<file path="src/rtl/ps2_pkg.sv">
// ps2_pkg: shared types and Set-2 byte constants for the PS/2 scancode controller
package ps2_pkg;
    typedef struct packed {
        logic       brk;
        logic       ext;
        logic [7:0] key;
    } key_event_t;
    typedef enum logic [2:0] {IDLE, EXT, BRK, EXT_BRK, PAUSE} state_t;
    localparam logic [7:0] PFX_EXT   = 8'hE0;
    localparam logic [7:0] PFX_BRK   = 8'hF0;
    localparam logic [7:0] PFX_PAUSE = 8'hE1;
    localparam logic [7:0] BAT_OK    = 8'hAA;
    localparam logic [7:0] ACK       = 8'hFA;
    localparam logic [7:0] ECHO      = 8'hEE;
    localparam logic [7:0] BAT_ERR   = 8'hFC;
    localparam logic [7:0] OVR0      = 8'h00;
    localparam logic [7:0] OVR1      = 8'hFF;
    localparam logic [7:0] PAUSE_KEY = 8'h77;
    localparam int         PAUSE_SKIP = 7;
    function automatic key_event_t mk_ev(logic brk, logic ext, logic [7:0] key);
        return '{brk: brk, ext: ext, key: key};
    endfunction
endpackage

</file>
<file path="src/rtl/ps2_scancode_controller_fifo.sv">
// ps2_event_fifo: small key-event FIFO with show-ahead output
// Ports: clk/rst (async, active-high); push/din write side; pop/dout read side;
// empty/full status. A push while full is dropped unless a pop happens in the same cycle.
module ps2_event_fifo
    import ps2_pkg::*;
#(
    parameter int DEPTH = 4
) (
    input  logic       clk,
    input  logic       rst,
    input  logic       push,
    input  key_event_t din,
    input  logic       pop,
    output key_event_t dout,
    output logic       empty,
    output logic       full
);
    localparam int AW = $clog2(DEPTH);
    logic [AW:0] wr_ptr, rd_ptr;
    key_event_t  mem [DEPTH];
    logic        do_pop, do_push;
    assign empty   = wr_ptr == rd_ptr;
    assign full    = (wr_ptr[AW] != rd_ptr[AW]) && (wr_ptr[AW-1:0] == rd_ptr[AW-1:0]);
    assign do_pop  = pop && !empty;
    assign do_push = push && (!full || do_pop);
    // Head reads as zero while empty so ev_data is defined without resetting storage
    assign dout    = empty ? '0 : mem[rd_ptr[AW-1:0]];
    always_ff @(posedge clk or posedge rst) begin
        if (rst) begin
            wr_ptr <= '0;
            rd_ptr <= '0;
        end else begin
            if (do_push) wr_ptr <= wr_ptr + (AW+1)'(1);
            if (do_pop)  rd_ptr <= rd_ptr + (AW+1)'(1);
        end
    end
    always_ff @(posedge clk) begin
        if (do_push) mem[wr_ptr[AW-1:0]] <= din;
    end
endmodule

</file>
<file path="src/rtl/ps2_scancode_controller.sv">
// ps2_scancode_controller: turns decoder bytes into Set-2 key events buffered in a FIFO
// Ports: clk/rst (async, active-high); code/done from the decoder; ev_valid/ev_ready/ev_data
// host handshake; kb_ready sticky self-test pass; overflow sticky dropped event;
// err_cnt saturating error count (timeouts and keyboard error codes).
module ps2_scancode_controller
    import ps2_pkg::*;
#(
    parameter int DEPTH       = 4,
    parameter int TIMEOUT_CYC = 50000,
    parameter int ERR_W       = 8
) (
    input  logic             clk,
    input  logic             rst,
    input  logic [7:0]       code,
    input  logic             done,
    output logic             ev_valid,
    input  logic             ev_ready,
    output key_event_t       ev_data,
    output logic             kb_ready,
    output logic             overflow,
    output logic [ERR_W-1:0] err_cnt
);
    localparam int TW = $clog2(TIMEOUT_CYC + 1);
    state_t     state, state_nx;
    logic [2:0] skip, skip_nx;
    logic [TW-1:0] timer;
    logic       push, err_inc, set_kb, empty, full, pop, timeout;
    key_event_t ev;
    assign ev_valid = !empty;
    assign pop      = ev_valid && ev_ready;
    assign timeout  = (state != IDLE) && (timer == TW'(TIMEOUT_CYC - 1));
    ps2_event_fifo #(.DEPTH(DEPTH)) u_fifo (
        .clk   (clk),
        .rst   (rst),
        .push  (push),
        .din   (ev),
        .pop   (pop),
        .dout  (ev_data),
        .empty (empty),
        .full  (full)
    );
    always_comb begin
        state_nx = state;
        skip_nx  = skip;
        push     = 1'b0;
        ev       = '0;
        err_inc  = 1'b0;
        set_kb   = 1'b0;
        // A byte arriving in the timeout cycle takes priority over the timeout
        if (done) begin
            case (state)
                IDLE: case (code)
                    PFX_EXT:   state_nx = EXT;
                    PFX_BRK:   state_nx = BRK;
                    PFX_PAUSE: begin
                        state_nx = PAUSE;
                        skip_nx  = 3'(PAUSE_SKIP);
                    end
                    BAT_OK:    set_kb = 1'b1;
                    ACK, ECHO: ;
                    BAT_ERR, OVR0, OVR1: err_inc = 1'b1;
                    default: begin
                        push = 1'b1;
                        ev   = mk_ev(1'b0, 1'b0, code);
                    end
                endcase
                EXT: begin
                    if (code == PFX_BRK) state_nx = EXT_BRK;
                    else if (code != PFX_EXT) begin
                        push     = 1'b1;
                        ev       = mk_ev(1'b0, 1'b1, code);
                        state_nx = IDLE;
                    end
                end
                BRK: begin
                    push     = 1'b1;
                    ev       = mk_ev(1'b1, 1'b0, code);
                    state_nx = IDLE;
                end
                EXT_BRK: begin
                    push     = 1'b1;
                    ev       = mk_ev(1'b1, 1'b1, code);
                    state_nx = IDLE;
                end
                PAUSE: begin
                    skip_nx = skip - 3'd1;
                    if (skip == 3'd1) begin
                        push     = 1'b1;
                        ev       = mk_ev(1'b0, 1'b1, PAUSE_KEY);
                        state_nx = IDLE;
                    end
                end
                default: state_nx = IDLE;
            endcase
        end else if (timeout) begin
            state_nx = IDLE;
            err_inc  = 1'b1;
        end
    end
    always_ff @(posedge clk or posedge rst) begin
        if (rst) begin
            state    <= IDLE;
            skip     <= '0;
            timer    <= '0;
            err_cnt  <= '0;
            kb_ready <= 1'b0;
            overflow <= 1'b0;
        end else begin
            state    <= state_nx;
            skip     <= skip_nx;
            timer    <= (done || state == IDLE || timeout) ? '0 : timer + TW'(1);
            err_cnt  <= (err_inc && !(&err_cnt)) ? err_cnt + ERR_W'(1) : err_cnt;
            kb_ready <= kb_ready | set_kb;
            overflow <= overflow | (push && full && !pop);
        end
    end
endmodule

</file>
<file path="config.mk">
export PLATFORM = sky130hd
export DESIGN_NAME = ps2_scancode_controller
export DESIGN_NICKNAME = d
export VERILOG_FILES = /design/src/rtl/ps2_pkg.sv /design/src/rtl/ps2_scancode_controller_fifo.sv /design/src/rtl/ps2_scancode_controller.sv
export SDC_FILE = /design/constraint.sdc
export NUM_CORES = 1
export LEC_CHECK = 0
export CAP_MARGIN = 10
export CORE_MARGIN = 2
export CORE_UTILIZATION = 55
export CTS_CLUSTER_DIAMETER = 30
export DETAILED_ROUTE_END_ITERATION = 10
export PLACE_DENSITY_LB_ADDON = 0.25
export SLEW_MARGIN = 20
export SYNTH_ARGS = -nofsm -noshare
export SYNTH_HDL_FRONTEND = slang
export SYNTH_HIERARCHICAL = 1
export SYNTH_SLANG_ARGS = --single-unit
</file>
<file path="constraint.sdc">
create_clock -name clk -period 3.17 [get_ports clk]
set_input_delay 0.4755 -clock clk [delete_from_list [all_inputs] [get_ports clk]]
set_output_delay 0.4755 -clock clk [all_outputs]
set_load 0.005 [all_outputs]
</file>
======== After elaboration in Yosys (flattened, before gate mapping) ========
Memories as Yosys holds them, arrays and structs flattened.
Index checks and enable logic that the tools add are counted.
storage, ports and cells
  logic and storage cells ................. 96
  bits of input ports ..................... 12
  memories kept ........................... 1
  register bits after elaboration ......... 38
  RAM bits ................................ 40
  output and inout bits ................... 21
cells by class
  eq/ne operators ......................... 22
  mux-type cells .......................... 32
  reductions and logical operators ........ 26
  bitwise operators ....................... 2
  add/subtract/negate cells ............... 5
memories
  memory      words  width  read ports  clocked after Yosys merged registers in  wr ports  RTL line                            text
  u_fifo.mem  4      10     1           0                                        1         ps2_scancode_controller_fifo.sv:20  key_event_t mem [DEPTH];
operator list
  kind                                                                     number
  8-bit == test, second input constant                                     8
  10-bit one-hot mux with 5 select lines                                   1
  9-bit 2-to-1 mux                                                         3
  10-bit 2-to-1 mux                                                        2
  3-bit 2-to-1 mux                                                         6
  3-bit one-hot mux with 3 select lines                                    2
  16-bit by 1-bit adder with 16-bit output, second input constant          1
  16-bit == test, second input constant                                    1
  16-bit 2-to-1 mux                                                        1
  1-bit 2-to-1 mux                                                         14
  9-bit OR reduction                                                       1
  8-bit by 1-bit adder with 8-bit output, second input constant            1
  1-bit logical AND                                                        8
  8-bit zero test                                                          1
  8-bit 2-to-1 mux                                                         1
  8-bit inequality test, second input constant                             1
  8-bit AND reduction                                                      1
  3-bit by 1-bit adder with 3-bit output, second input constant            2
  3-bit by 1-bit == test with 1-bit output, second input constant          2
  3-bit by 2-bit == test with 1-bit output, second input constant          2
  3-bit one-hot mux with 2 select lines                                    1
  5-bit by 3-bit inequality test with 1-bit output, second input constant  1
  1-bit zero test                                                          4
  4-bit inequality test, second input constant                             1
  17 further kinds                                                         21

======== Logic depth before layout (Yosys ltp) ========
  depth in word-level cells ............... 8
  depth in mapped cells ................... 9
  mapped depth without buffers ............ 9

======== By module ========
Netlist, hierarchy kept.
by module, submodules not included
  module                   area each (µm²)  instances  cells each
  ps2_scancode_controller  2055.7           1          220
  ps2_event_fifo           1923.1           1          99

======== Least setup slack after synthesis ========
Ideal clock, no wire load.
  path kind ............................... register to register
  start ................................... register u_fifo.rd_ptr[0]
  end ..................................... memory u_fifo/mem[0][0] (netlist name) (enable)
  path slack .............................. 0.612 ns
  setup time .............................. 0.288 ns
  data arrival time ....................... 2.270 ns
  stages on the path, launching flop included .. 9
  data required time ...................... 2.882 ns
  buffers on the path ..................... 1
  cells stage by stage .................... dfrtp_1 xor2_2 nor3_1 clkbuf_1 inv_1 nand2_1 inv_1 or4_1 and3_1
on the way
  word-level cells in the longest chain between the ends .. 8
RTL lines
  what                                    RTL line                            text
  start: declaration                      ps2_scancode_controller_fifo.sv:19  logic [AW:0] wr_ptr, rd_ptr;
  start signal: assignment                ps2_scancode_controller_fifo.sv:34  if (do_pop) rd_ptr <= rd_ptr + (AW+1)'(1);
  3-bit == test                           ps2_scancode_controller_fifo.sv:22  assign empty = wr_ptr == rd_ptr;
  net empty                               ps2_scancode_controller.sv:27       logic push, err_inc, set_kb, empty, full, pop, timeout;
  1-bit zero test                         ps2_scancode_controller.sv:29       assign ev_valid = !empty;
  net ev_valid                            ps2_scancode_controller.sv:16       output logic ev_valid,
  1-bit logical AND                       ps2_scancode_controller.sv:30       assign pop = ev_valid && ev_ready;
  net pop                                 ps2_scancode_controller.sv:27
  1-bit logical AND                       ps2_scancode_controller_fifo.sv:24  assign do_pop = pop && !empty;
  1-bit logical OR                        ps2_scancode_controller_fifo.sv:25  assign do_push = push && (!full || do_pop);
  1-bit logical AND                       ps2_scancode_controller_fifo.sv:25
  1-bit 2-to-1 mux                        ps2_scancode_controller_fifo.sv:38  if (do_push) mem[wr_ptr[AW-1:0]] <= din;
  1-bit 2-to-1 mux (implied by the code)  ps2_scancode_controller_fifo.sv:38
  end: declaration                        ps2_scancode_controller_fifo.sv:20
The timed path passes the listed nets, and every way through them passes these cells.

======== Final worst setup path ========
  start ................................... input port code[0]
  end ..................................... memory u_fifo/mem[3][4] (netlist name) (enable)
on the way
  word-level cells in the longest chain between the ends .. 8
RTL lines
  what                                                                            RTL line                                                      text
  start: declaration                                                              ps2_scancode_controller.sv:14                                 input logic [7:0] code,
  8-bit == test, or another cell as far along                                     ps2_scancode_controller.sv:52, ps2_scancode_controller.sv:68
  9-bit OR reduction (no source line) / 1-bit 2-to-1 mux (equally long branches)  n/a
  1-bit 2-to-1 mux, on equally long branches                                      ps2_scancode_controller.sv:52, ps2_scancode_controller.sv:68
  1-bit one-hot mux with 4 select lines (*)                                       ps2_scancode_controller.sv:51                                 case (state)
  1-bit 2-to-1 mux (*)                                                            ps2_scancode_controller.sv:50                                 if (done) begin
  net push                                                                        ps2_scancode_controller.sv:27
  1-bit logical AND (*)                                                           ps2_scancode_controller_fifo.sv:25
  1-bit 2-to-1 mux (*)                                                            ps2_scancode_controller_fifo.sv:38
  1-bit 2-to-1 mux (implied by the code) (*)                                      ps2_scancode_controller_fifo.sv:38
The timed path passes the listed nets; every way through them passes the cells marked *.

==> flow_results.xml <==
<?xml version="1.0" encoding="UTF-8"?>
<metrics>
  <group name="die">
    <metric name="start_util" unit="%">55.8</metric>
    <metric name="fp-row-count" unit="">31</metric>
    <metric name="die_x" unit="um">89.1</metric>
    <metric name="core_area" unit="um^2">7140</metric>
    <metric name="dieArea" unit="um^2">7930</metric>
    <metric name="ios" unit="">33</metric>
    <metric name="die_h" unit="um">89.1</metric>
  </group>
  <group name="worst_setup_path">
    <metric name="worst_setup_path_startpoint" unit="">code[0]</metric>
    <metric name="critPathMostFrequentCell" unit="">sky130_fd_sc_hd__and2_1</metric>
    <metric name="crit_fanout" unit="">10</metric>
    <metric name="setup.worst_path.end_class" unit="">register</metric>
    <metric name="worstSetupEndpoint" unit="">u_fifo/mem[3][4]</metric>
    <metric name="path_class" unit="">in2reg</metric>
    <metric name="crit_path_top_delay_cell" unit="">sky130_fd_sc_hd__or4_4</metric>
    <metric name="worst_reg2reg_startpoint" unit="">u_fifo/wr_ptr[1]</metric>
    <metric name="peak_per_stage_delay_on_the_critical_path" unit="ns">0.59</metric>
    <metric name="regToRegEndpoint" unit="">u_fifo/mem[2][2]</metric>
    <metric name="timing.critical_path.from_type" unit="">input pin</metric>
    <metric name="data_arrival_time_at_the_worst_slack_endpoint" unit="ns">2.89</metric>
    <metric name="critical_path_rt" unit="ns">3.20</metric>
    <metric name="timing.critical_path.cells" unit="">clkdlybuf4s50_1 &gt; or4_4 &gt; o21ai_0 &gt; and2b_1 &gt; o221ai_1 &gt; and2_1 &gt; and2_1 &gt; o41ai_1 &gt; inv_1</metric>
    <metric name="ff2ff_path_depth" unit="">7</metric>
    <metric name="reg2reg_slack" unit="ns">0.58</metric>
  </group>
  <group name="logic_synthesis">
    <metric name="ys_seq_area_share" unit="%">54.1</metric>
    <metric name="dominantRegCellSynth" unit="">sky130_fd_sc_hd__edfxtp_1</metric>
    <metric name="post-synth-top-area-cell" unit="">sky130_fd_sc_hd__edfxtp_1</metric>
    <metric name="synth-async-reset-ratio" unit="%">48.7</metric>
    <metric name="post_synth_edffs" unit="">40</metric>
    <metric name="synth_top_cells_by_area" unit="">sky130_fd_sc_hd__edfxtp_1, sky130_fd_sc_hd__dfrtp_1, sky130_fd_sc_hd__mux4_2</metric>
    <metric name="syn_avg_cell_area" unit="um^2">12.5</metric>
    <metric name="synthDominantCellAreaShare" unit="%">30.2</metric>
    <metric name="ys_warn_count" unit="">6</metric>
    <metric name="synth_area" unit="um^2">3980</metric>
    <metric name="synth.distinct_cells" unit="">64</metric>
    <metric name="postSynthNetCount" unit="">340</metric>
    <metric name="synthCells" unit="">319</metric>
    <metric name="post_synthesis_register_bit_count" unit="">78</metric>
  </group>
  <group name="pwr">
    <metric name="switchingPower" unit="mW">1.10</metric>
    <metric name="clock_power_share" unit="%">20.5</metric>
    <metric name="p_int" unit="mW">2.25</metric>
    <metric name="total_power" unit="mW">3.35</metric>
    <metric name="comb_power_share" unit="%">37.8</metric>
    <metric name="power_switching_share" unit="%">32.8</metric>
    <metric name="seqPwrFrac" unit="%">41.7</metric>
    <metric name="power_density" unit="nW/um^2">721</metric>
    <metric name="worst_ir_drop_vdd" unit="mV">0.372</metric>
    <metric name="p_leak" unit="nW">1.84</metric>
  </group>
  <group name="sta">
    <metric name="tns" unit="ns">0</metric>
    <metric name="final-hold-violation-count" unit="">0</metric>
    <metric name="final-max-slew-violation-count" unit="">0</metric>
    <metric name="grt_setup_unrepaired" unit="">no</metric>
    <metric name="final-setup-viol-count" unit="">0</metric>
    <metric name="period_minus_slack" unit="ns">2.85</metric>
    <metric name="timing.max_slew.rel_slack" unit="%">61.0</metric>
    <metric name="worst_slew_pin_slew" unit="ns">0.580</metric>
    <metric name="fmaxAchievable" unit="GHz">0.350</metric>
    <metric name="worst_clock_skew" unit="ns">0.00574</metric>
    <metric name="finalCritPeriodShare" unit="%">90.1</metric>
  </group>
  <group name="clock_tree">
    <metric name="cts_tree" unit="">done</metric>
    <metric name="post-cts-setup-buffer-count" unit="">0</metric>
    <metric name="cts-buffers-inserted" unit="">9</metric>
    <metric name="clock_sink_count" unit="">78</metric>
    <metric name="cts-hold-fix-buffers" unit="">0</metric>
    <metric name="worst_skew_pair.late_latency" unit="ns">0.35</metric>
    <metric name="root_buffer_master" unit="">sky130_fd_sc_hd__clkbuf_8</metric>
    <metric name="cts.htree.levels" unit="">3</metric>
    <metric name="worst_setup_hold_path_clk_slew" unit="ns">0.08</metric>
    <metric name="cells_resized_by_post_cts_repair" unit="">0</metric>
    <metric name="cts_max_path_buffers" unit="">2</metric>
  </group>
  <group name="cells_and_area">
    <metric name="antenna-diode-count" unit="">0</metric>
    <metric name="finalNetCount" unit="">384</metric>
    <metric name="drive_above_1_share" unit="%">16.0</metric>
    <metric name="syn_to_final_growth" unit="%">16.6</metric>
    <metric name="utilization" unit="%">65.0</metric>
    <metric name="fill_cells" unit="">581</metric>
  </group>
  <group name="drt">
    <metric name="route.detailed.vias_per_inst" unit="">5.66</metric>
    <metric name="route.final.wire_length" unit="um">7820</metric>
    <metric name="drc" unit="">0</metric>
    <metric name="dr.first_iter.drc_count" unit="">129</metric>
    <metric name="vias" unit="">2641</metric>
    <metric name="antenna_left" unit="">0</metric>
    <metric name="detail_route.wl_per_cell" unit="um">16.7</metric>
    <metric name="drt_first_pass_iters" unit="">4</metric>
  </group>
  <group name="run_status">
    <metric name="run_status" unit="">complete, no violations</metric>
  </group>
  <group name="global_routing">
    <metric name="maximum_number_of_pins_on_one_net_before_global_route_repair" unit="">33</metric>
    <metric name="grt_antenna_before_repair" unit="">0</metric>
    <metric name="grt_usage" unit="%">21.8</metric>
    <metric name="first_global_vias" unit="">2582</metric>
    <metric name="grt_remaining_overflow" unit="">0</metric>
    <metric name="grt_pass1_wl" unit="um">12900</metric>
  </group>
  <group name="placed_design">
    <metric name="finalWeightedCongestion" unit="">0.947</metric>
    <metric name="dpl.hpwl" unit="um">5540</metric>
    <metric name="io_buffers" unit="">32</metric>
  </group>
  <group name="worst_hold_path">
    <metric name="holdCritPathClass" unit="">in2async</metric>
  </group>
  <group name="run">
    <metric name="cap_violations" unit="">0</metric>
  </group>
</metrics>
[placed cells by master (no fill, tap or decap), types with 3 or more instances in the layout]
cell type                          n
sky130_fd_sc_hd__and2_1            4
sky130_fd_sc_hd__nand2b_1          3
sky130_fd_sc_hd__clkbuf_8          9
sky130_fd_sc_hd__a31o_2            3
sky130_fd_sc_hd__clkdlybuf4s50_1  32
sky130_fd_sc_hd__nand4_1           5
sky130_fd_sc_hd__a21o_1            3
sky130_fd_sc_hd__o41ai_1           3
sky130_fd_sc_hd__and3_1           17
sky130_fd_sc_hd__nand3_1          19
sky130_fd_sc_hd__buf_4            14
sky130_fd_sc_hd__xor2_1            9
sky130_fd_sc_hd__ha_1              9
sky130_fd_sc_hd__nand2_1          13
sky130_fd_sc_hd__o21ai_0           5
sky130_fd_sc_hd__inv_1            14
sky130_fd_sc_hd__nor2_1           23
sky130_fd_sc_hd__edfxtp_1         40
sky130_fd_sc_hd__dfrtp_1          38
sky130_fd_sc_hd__nor3_1            6
sky130_fd_sc_hd__xnor2_1          21
sky130_fd_sc_hd__nor2b_1          14
sky130_fd_sc_hd__mux4_2           10
[worst min path at each step]
| stage | startpoint | endpoint | slack [ns] | cells after the start |
|---|---|---|---|---|
| 5_1_grt | rst | u_fifo/wr_ptr[1] | 0.42 | 2 |
| 4_1_cts | rst | u_fifo/wr_ptr[1] | 0.36 | 2 |
| 3_3_place_gp | timer[0] | timer[0] | 0.45 | 1 |
| 2_1_floorplan | rst | u_fifo/rd_ptr[0] | 0.27 | 1 |
| 3_5_place_dp | timer[0] | timer[0] | 0.47 | 1 |
| 6_report | rst | u_fifo/wr_ptr[0] | 0.37 | 2 |
[synthesized netlist by cell type (4+ instances only)]
cell type / instances
sky130_fd_sc_hd__xor2_1: 9
sky130_fd_sc_hd__xnor2_1: 21
sky130_fd_sc_hd__inv_1: 14
sky130_fd_sc_hd__nand4_1: 5
sky130_fd_sc_hd__and2_1: 4
sky130_fd_sc_hd__nand2_1: 13
sky130_fd_sc_hd__ha_1: 9
sky130_fd_sc_hd__mux4_2: 10
sky130_fd_sc_hd__dfrtp_1: 38
sky130_fd_sc_hd__nor2b_1: 14
sky130_fd_sc_hd__o21ai_0: 5
sky130_fd_sc_hd__nor3_1: 6
sky130_fd_sc_hd__buf_2: 7
sky130_fd_sc_hd__and3_1: 17
sky130_fd_sc_hd__nor2_1: 23
sky130_fd_sc_hd__edfxtp_1: 40
sky130_fd_sc_hd__nand3_1: 19
[kinds of logic (layout without fill, tap and decap cells)]
kind of cell	after synthesis	in the layout	share of synthesized area, %
flops	78	78	54.1
simple gates	123	123	18.4
xor+xnor	32	32	7.42
mux	13	13	6.51
compound gates	37	37	7.71
fa+ha+maj	9	9	2.83
buf+inv	27	76	3.05
[worst max-delay path: cells and delay by family]
kind / cells / cell delay (ns)
and+or+nand+nor: 4 / 1.09
buffers and inverters: 2 / 0.93
AOI/OAI and AO/OA: 3 / 0.38
[flip-flops by register name, indices dropped and copies added, names as in the netlist]
register       count
state              3
timer             16
u_fifo/mem        40
kb_ready           1
err_cnt            8
u_fifo/wr_ptr      3
u_fifo/rd_ptr      3
overflow           1
skip               3
[layout make-up]
cell class | instances | area (um^2) | share of cell area [%]
multi-input combinational | 214 | 1710 | 36.7
inverter | 14 | 52.6 | 1.13
tap | 99 | 124 | 2.67
clock buffer | 9 | 124 | 2.67
sequential | 78 | 2150 | 46.4
clock inverter | 7 | 57.6 | 1.24
timing repair buffer | 46 | 425 | 9.17
[per-stage QoR]
step                area, um^2  hold slack [ns]  std cells  setup slack [ns]
finish                    4640            0.371        467             0.315
global route              4640            0.415        467            0.0793
CTS                       4640            0.363        467             0.327
detailed placement        4460            0.465        451           -0.0358
global placement          4460            0.454        451            0.0766
floorplan                 3980            0.266        319             0.612
[power by group through the flow]
| stage | logic, mW | registers [mW] | clock network (mW) |
|---|---|---|---|
| floorplan | 0.783 | 1.38 | 0 |
| global placement | 1.25 | 1.41 | 0 |
| detailed placement | 1.28 | 1.42 | 0 |
| CTS | 1.29 | 1.40 | 0.704 |
| global route | 1.40 | 1.42 | 0.747 |
| finish | 1.26 | 1.40 | 0.686 |
[routing by layer]
metal  share of wire (%)  GRT usage [%]  wire length, um  vias to the layer above
li1                    -              -                -                     1270
met1                  45           29.7             3520                     1280
met2                  49           34.5             3820                       72
met5                   0              0                0                        -
met4                 2.1           10.3              163                        0
met3                 4.0           3.69              312                       19
Power figures use the tool's default switching activity.
